### src/rtl/mac_accum_ctrl_pkg.sv
// Shared types and constants for the MAC issue/retire controller.
package mac_accum_ctrl_pkg;

    localparam int MAC_LAT    = 11;
    localparam int C_OFS      = 4;
    localparam int META_IDX_W = 4;

    localparam logic [63:0] FP64_ZERO = 64'h0;

    typedef struct packed {
        logic                  v;
        logic [META_IDX_W-1:0] idx;
        logic                  first;
        logic                  last;
    } mac_meta_t;

endpackage

### src/rtl/mac_meta_pipe.sv
// Delay line of per-term metadata; stage k holds the term issued k cycles ago.
module mac_meta_pipe
    import mac_accum_ctrl_pkg::*;
#(
    parameter int LAT  = MAC_LAT,
    parameter int COFS = C_OFS
) (
    input  logic      clk,
    input  logic      rst_n,
    input  mac_meta_t meta_in,
    output mac_meta_t tap_1,
    output mac_meta_t tap_c,
    output mac_meta_t tap_lat
);

    mac_meta_t pipe_q [0:LAT];
    mac_meta_t pipe_d [0:LAT];

    always_comb begin
        pipe_d[0] = meta_in;
        for (int k = 1; k <= LAT; k++) begin
            pipe_d[k] = pipe_q[k-1];
        end
    end

    always_ff @(posedge clk or negedge rst_n) begin
        if (!rst_n) begin
            for (int k = 0; k <= LAT; k++) begin
                pipe_q[k] <= '0;
            end
        end else begin
            pipe_q <= pipe_d;
        end
    end

    assign tap_1   = pipe_q[1];
    assign tap_c   = pipe_q[COFS-1];
    assign tap_lat = pipe_q[LAT];

endmodule

### src/rtl/mac_accum_ctrl.sv
// Issues operand pairs to the MAC, supplies C from the accumulator file and
// retires results back into it, with a per-entry busy scoreboard.
module mac_accum_ctrl
    import mac_accum_ctrl_pkg::*;
#(
    parameter int DEPTH   = 16,
    parameter int IDX_W   = $clog2(DEPTH),
    parameter int MAC_LAT = mac_accum_ctrl_pkg::MAC_LAT,
    parameter int C_OFS   = mac_accum_ctrl_pkg::C_OFS
) (
    input  logic             clk,
    input  logic             rst_n,
    input  logic             in_valid,
    output logic             in_ready,
    input  logic [63:0]      in_a,
    input  logic [63:0]      in_b,
    input  logic [IDX_W-1:0] in_idx,
    input  logic             in_first,
    input  logic             in_last,
    output logic             mac_valid_in,
    output logic [63:0]      mac_ta,
    output logic [63:0]      mac_tb,
    output logic [63:0]      mac_c,
    input  logic [63:0]      mac_res,
    input  logic             mac_load_valid,
    input  logic             mac_store_valid,
    input  logic             mac_error,
    output logic             out_valid,
    output logic [IDX_W-1:0] out_idx,
    output logic [63:0]      out_data,
    output logic             out_error,
    input  logic             err_clr,
    output logic             err_sticky,
    output logic             sync_err,
    output logic             busy_any
);

    localparam int CNT_W = $clog2(MAC_LAT + 2);

    logic [DEPTH-1:0]        busy_q, busy_d;
    logic [DEPTH-1:0][63:0]  acc_q, acc_d;
    logic [63:0]             ta_q, ta_d, tb_q, tb_d, c_q, c_d;
    logic                    mac_valid_q, mac_valid_d;
    logic                    out_valid_q, out_valid_d;
    logic [IDX_W-1:0]        out_idx_q, out_idx_d;
    logic [63:0]             out_data_q, out_data_d;
    logic                    out_error_q, out_error_d;
    logic                    err_sticky_q, err_sticky_d;
    logic                    sync_err_q, sync_err_d;
    logic [CNT_W-1:0]        mask_cnt_q, mask_cnt_d;

    mac_meta_t               meta_in, tap_1, tap_c, tap_lat;
    logic                    accept, masked, load_mis, store_mis, retire;
    logic [IDX_W-1:0]        c_idx, r_idx;

    mac_meta_pipe #(.LAT(MAC_LAT), .COFS(C_OFS)) u_meta_pipe (
        .clk     (clk),
        .rst_n   (rst_n),
        .meta_in (meta_in),
        .tap_1   (tap_1),
        .tap_c   (tap_c),
        .tap_lat (tap_lat)
    );

    assign in_ready = !busy_q[in_idx];
    assign accept   = in_valid & in_ready;
    // The MAC itself is never reset, so its handshakes are ignored until any
    // term issued before reset has drained out.
    assign masked    = mask_cnt_q != '0;
    assign load_mis  = !masked & (mac_load_valid != tap_1.v);
    assign store_mis = !masked & (mac_store_valid != tap_lat.v);
    assign retire    = !masked & mac_store_valid & tap_lat.v;
    assign c_idx     = tap_c.idx[IDX_W-1:0];
    assign r_idx     = tap_lat.idx[IDX_W-1:0];

    always_comb begin
        meta_in       = '0;
        meta_in.v     = accept;
        meta_in.idx   = META_IDX_W'(in_idx);
        meta_in.first = in_first;
        meta_in.last  = in_last;
    end

    always_comb begin
        busy_d       = busy_q;
        acc_d        = acc_q;
        ta_d         = ta_q;
        tb_d         = tb_q;
        c_d          = c_q;
        mac_valid_d  = accept;
        out_valid_d  = 1'b0;
        out_idx_d    = out_idx_q;
        out_data_d   = out_data_q;
        out_error_d  = out_error_q;
        err_sticky_d = err_sticky_q;
        sync_err_d   = sync_err_q;
        mask_cnt_d   = masked ? mask_cnt_q - 1'b1 : mask_cnt_q;

        if (accept) begin
            ta_d           = in_a;
            tb_d           = in_b;
            busy_d[in_idx] = 1'b1;
        end

        // Busy guarantees no retire targets c_idx, so acc_q is final here.
        if (tap_c.v) begin
            c_d = tap_c.first ? FP64_ZERO : acc_q[c_idx];
        end

        if (retire) begin
            acc_d[r_idx]  = mac_res;
            busy_d[r_idx] = 1'b0;
            if (tap_lat.last) begin
                out_valid_d = 1'b1;
                out_idx_d   = r_idx;
                out_data_d  = mac_res;
                out_error_d = mac_error;
            end
        end

        if (err_clr) begin
            err_sticky_d = 1'b0;
            sync_err_d   = 1'b0;
        end
        if (retire && mac_error) err_sticky_d = 1'b1;
        if (load_mis || store_mis) sync_err_d = 1'b1;
    end

    always_ff @(posedge clk or negedge rst_n) begin
        if (!rst_n) begin
            busy_q       <= '0;
            acc_q        <= '0;
            ta_q         <= FP64_ZERO;
            tb_q         <= FP64_ZERO;
            c_q          <= FP64_ZERO;
            mac_valid_q  <= 1'b0;
            out_valid_q  <= 1'b0;
            out_idx_q    <= '0;
            out_data_q   <= FP64_ZERO;
            out_error_q  <= 1'b0;
            err_sticky_q <= 1'b0;
            sync_err_q   <= 1'b0;
            mask_cnt_q   <= CNT_W'(MAC_LAT + 1);
        end else begin
            busy_q       <= busy_d;
            acc_q        <= acc_d;
            ta_q         <= ta_d;
            tb_q         <= tb_d;
            c_q          <= c_d;
            mac_valid_q  <= mac_valid_d;
            out_valid_q  <= out_valid_d;
            out_idx_q    <= out_idx_d;
            out_data_q   <= out_data_d;
            out_error_q  <= out_error_d;
            err_sticky_q <= err_sticky_d;
            sync_err_q   <= sync_err_d;
            mask_cnt_q   <= mask_cnt_d;
        end
    end

    assign mac_valid_in = mac_valid_q;
    assign mac_ta       = ta_q;
    assign mac_tb       = tb_q;
    assign mac_c        = c_q;
    assign out_valid    = out_valid_q;
    assign out_idx      = out_idx_q;
    assign out_data     = out_data_q;
    assign out_error    = out_error_q;
    assign err_sticky   = err_sticky_q;
    assign sync_err     = sync_err_q;
    assign busy_any     = |busy_q;

endmodule

### config.mk
export PLATFORM = sky130hd
export DESIGN_NAME = mac_accum_ctrl
export DESIGN_NICKNAME = d
export VERILOG_FILES = /design/src/rtl/mac_accum_ctrl_pkg.sv /design/src/rtl/mac_meta_pipe.sv /design/src/rtl/mac_accum_ctrl.sv
export SDC_FILE = /design/constraint.sdc
export NUM_CORES = 2
export LEC_CHECK = 0
export CAP_MARGIN = 25
export CORE_ASPECT_RATIO = 2
export CORE_UTILIZATION = 50
export CTS_CLUSTER_DIAMETER = 30
export DETAILED_ROUTE_END_ITERATION = 8
export GPL_TIMING_DRIVEN = 1
export HOLD_SLACK_MARGIN = 0.06
export PLACE_DENSITY = 0.68
export SLEW_MARGIN = 25
export SYNTH_ARGS = -nofsm -noshare
export SYNTH_HDL_FRONTEND = slang
export SYNTH_SLANG_ARGS = --single-unit
### constraint.sdc
create_clock -name clk -period 3.9 [get_ports clk]
set_input_delay 0.585 -clock clk [delete_from_list [all_inputs] [get_ports clk]]
set_output_delay 0.585 -clock clk [all_outputs]
set_load 0.05 [all_outputs]
==> metrics <==
Area Growth Syn to Fin=21.4%; crit-path leading delay family=buffers and inverters; DR iter-0 viols=1,671; Net Count, Synth=3,755; number of synthesized register bits=1,384; crit share post-route=0.827; Crit path depth=8; WL/cell=25.8 microns; RSZ-0062 raised after global routing=false; total number of vias=~33,000; GR Util All Layers=0.255; final hold vios=0; layout cells sized above 1=0.462; most common flop cell mapped by yosys=dfrtp_1; gr ovfl total=0; std cell rows=178; Slew Limit Headroom=0.269; clock buffer depth=3; # clock sinks=1,384; Worst-Margin Slew=1100 ps; # DRC=0; max-slew violations=0; CTS H-Tree Depth=4; Reg2Reg Capture Point=acc_q[533]; initial antenna violation count=12; CORE AREA=between 0.1 and 0.15 sq mm; outcome=complete, no violations; WP buf/inv=3; Die W=approximately 240 microns; number of CTS-inserted buffers=around 170; Global Route met1 Usage=0.305; worst r2r src=mask_cnt_q[0]; first-pass GRT wire length=roughly 230 mm; CP required=roughly 3300 ps; crit path launch=in_idx[1]; synth unique cells=44; warning count from the yosys run=0; post-synthesis cell type with the largest combined area=dfrtp_1; Post-Synthesis Cells=3,549; r2r setup slk=1080 ps; R2R depth=7; number of synthesized flops with an enable pin=0; dpl hpwl=87.7 mm; total negative slack=0 ps; most common cell in the synthesized netlist=dfrtp_1; largest net degree at the start of global routing=125; grt met2 use=0.459; Peak Freq=310 MHz; Clk Latency, worst-skew pair=780 ps; max cap viols=0; Max rail drop VDD=0.000645 V; pre-CTS setup slack=429 ps; TritonRoute pass-1 iters=5; cell area after synthesis=0.0590 sq mm; Routability Congestion=0.790; critical path class=in -> out; via/cell ratio=5.79; slowest cell on the critical path=clkdlybuf4s50_1; met3 Use GR=0.0463; area fraction of the dominant cell type after synthesis=0.586; CP Cell Sequence=clkdlybuf4s50_1 -> buf_4 -> mux2i_1 -> nand3_1 -> nand3_1 -> nor2_1 -> nor2_1 -> buf_12; global route hottest layer=met2; Clock Skew=33.2 ps; CP Capture Point=in_ready; crit path max fanout=10; synth top area cells=dfrtp_1 (59%), mux2_2 (21%), mux4_2 (9.9%); final setup margin=about 670 ps; endpoints failing setup=0; pwr dens=approximately 640 mW/mm^2; Worst setup EP type=primary output; CTS tree=built; die height=just under 500 microns; Hold Crit Class=in -> reg; clk root buf=clkbuf_16; io pins=between 400 and 500; # fillers=~8,800; die area=0.120 sq mm; drt total wl=147 mm; ys async rst share=1.00; P_leak=0.0327 uW; max incr delay on CP=790 ps; starting density of the core=0.503; vias in the first global route=36,220; nets=4,231; Arrival @ worst endpoint=2640 ps; Avg Inst Size Synth=16.6 sq um; sequential area share after synthesis=0.587; Reg clk slew, reported paths=50 ps; port buffer count=roughly 470; Commonest cells post-synth=dfrtp_1 (1,382), mux2_2 (1,111), mux4_2 (259); Antenna Nets Post-Route=0; type of origin of the critical path=input pin; min Tclk post-route=3230 ps
==> flip-flops by register name (all words and copies together), names as in the netlist <==
name / count
acc_q: 1024
mask_cnt_q: 4
sync_err: 1
out_valid: 1
mac_tb: 64
mac_ta: 64
u_meta_pipe.pipe_d: 56
busy_q: 16
out_error: 1
u_meta_pipe.tap_1: 7
u_meta_pipe.tap_c: 7
err_sticky: 1
out_data: 64
out_idx: 4
u_meta_pipe.tap_lat: 6
mac_c: 64
==> worst min-delay path by stage <==
stage                           startpoint  cells after the start  slack (ps)                     end
floorplan                            rst_n                      0         290                acc_q[0]
global placement     u_meta_pipe.pipe_d[9]                      0         330   u_meta_pipe.pipe_d[2]
CTS                                in_last                      1         200  u_meta_pipe.pipe_d[70]
detailed placement  u_meta_pipe.pipe_d[24]                      0         330  u_meta_pipe.pipe_d[17]
finish                             in_last                      1         250  u_meta_pipe.pipe_d[70]
global route                       in_last                      1         230  u_meta_pipe.pipe_d[70]
==> where the power goes <==
group	leakage, uW	internal [uW]	switching [uW]
logic	0.0120	5280	6180
registers	0.0180	17200	1650
clock network	0.00276	9390	6510
==> cell families (layout without fill, tap and decap cells) <==
family | after synthesis | count (layout) | synth area share
XOR/XNOR | 3 | 3 | 0.000445
AO/OA/AOI/OAI | 84 | 84 | 0.0121
AND/OR/NAND/NOR | 157 | 157 | 0.0143
buffers and inverters | 305 | 917 | 0.0255
adder cells (fa/ha/maj) | 1 | 1 | 0.000212
other | 0 | 4 | 0
flip-flops | 1384 | 1384 | 0.587
multiplexers | 1615 | 1615 | 0.361
==> placed cells by master, fill, tap and decap left out, drive strengths merged, types with 2 or more instances in the layout <==
cell type / Yosys / final
dfstp: 2 / 2
nand3: 10 / 10
mux2: 1220 / 1220
mux4: 259 / 259
xor2: 2 / 2
and3: 5 / 5
a21oi: 3 / 3
inv: 10 / 46
nand2b: 66 / 66
clkdlybuf4s50: 0 / 469
clkinv: 0 / 36
dfrtp: 1382 / 1382
nor2: 43 / 43
nand2: 8 / 8
nor4: 6 / 6
clkinvlp: 0 / 23
diode: 0 / 4
o221ai: 64 / 64
mux2i: 136 / 136
clkbuf: 141 / 198
bufinv: 0 / 13
o21ai: 2 / 2
a31oi: 6 / 6
nor3: 6 / 6
nand4: 2 / 2
or3: 5 / 5
a41oi: 2 / 2
nor2b: 3 / 3
buf: 154 / 131
==> layer usage <==
layer  vias to the layer above  wire length, microns
met5                         -                    26
met2                       838                 78500
li1                      14068                     -
met1                     17772                 57600
met3                       284                  6500
met4                         4                  4380
==> final cells by class <==
class	count	area (sq um)	area share
Multi-Input combinational cell	1860	23000	0.321
Tap cell	1530	1910	0.0267
Timing Repair Buffer	601	6330	0.0883
Clock buffer	198	4560	0.0636
Antenna cell	4	10.0	0.000140
Sequential cell	1384	34700	0.483
Inverter	10	37.5	0.000524
Clock inverter	108	1180	0.0165
==> through the flow <==
step | hold slack, ps | cell area, sq um | utilization | power [uW] | std cells
after detailed placement | 335 | 65900 | 0.562 | 30700 | 5384
final | 251 | 71700 | 0.611 | 46200 | 5695
after global placement | 331 | 65900 | 0.562 | 30400 | 5384
after global routing | 228 | 71700 | 0.611 | 48100 | 5695
after floorplan | 289 | 59000 | - | 26600 | 3549
after CTS | 201 | 71700 | 0.611 | 46700 | 5691
==> repair_timing <==
item	in CTS	in global routing
buffers inserted	0	0
hold buffers	1	0
endpoints found under the hold margin	91	0
resized for setup	0	0
==> worst register-to-register path, stage by stage, from the launching register on <==
cell and delay, ps:
dfrtp_1 360, inv_1 100, ha_1 260, and4_1 430, nand2_1 220, or3_4 650
buf_4 340, mux2_2 340
No activity file was read; power rests on OpenSTA's default activity.
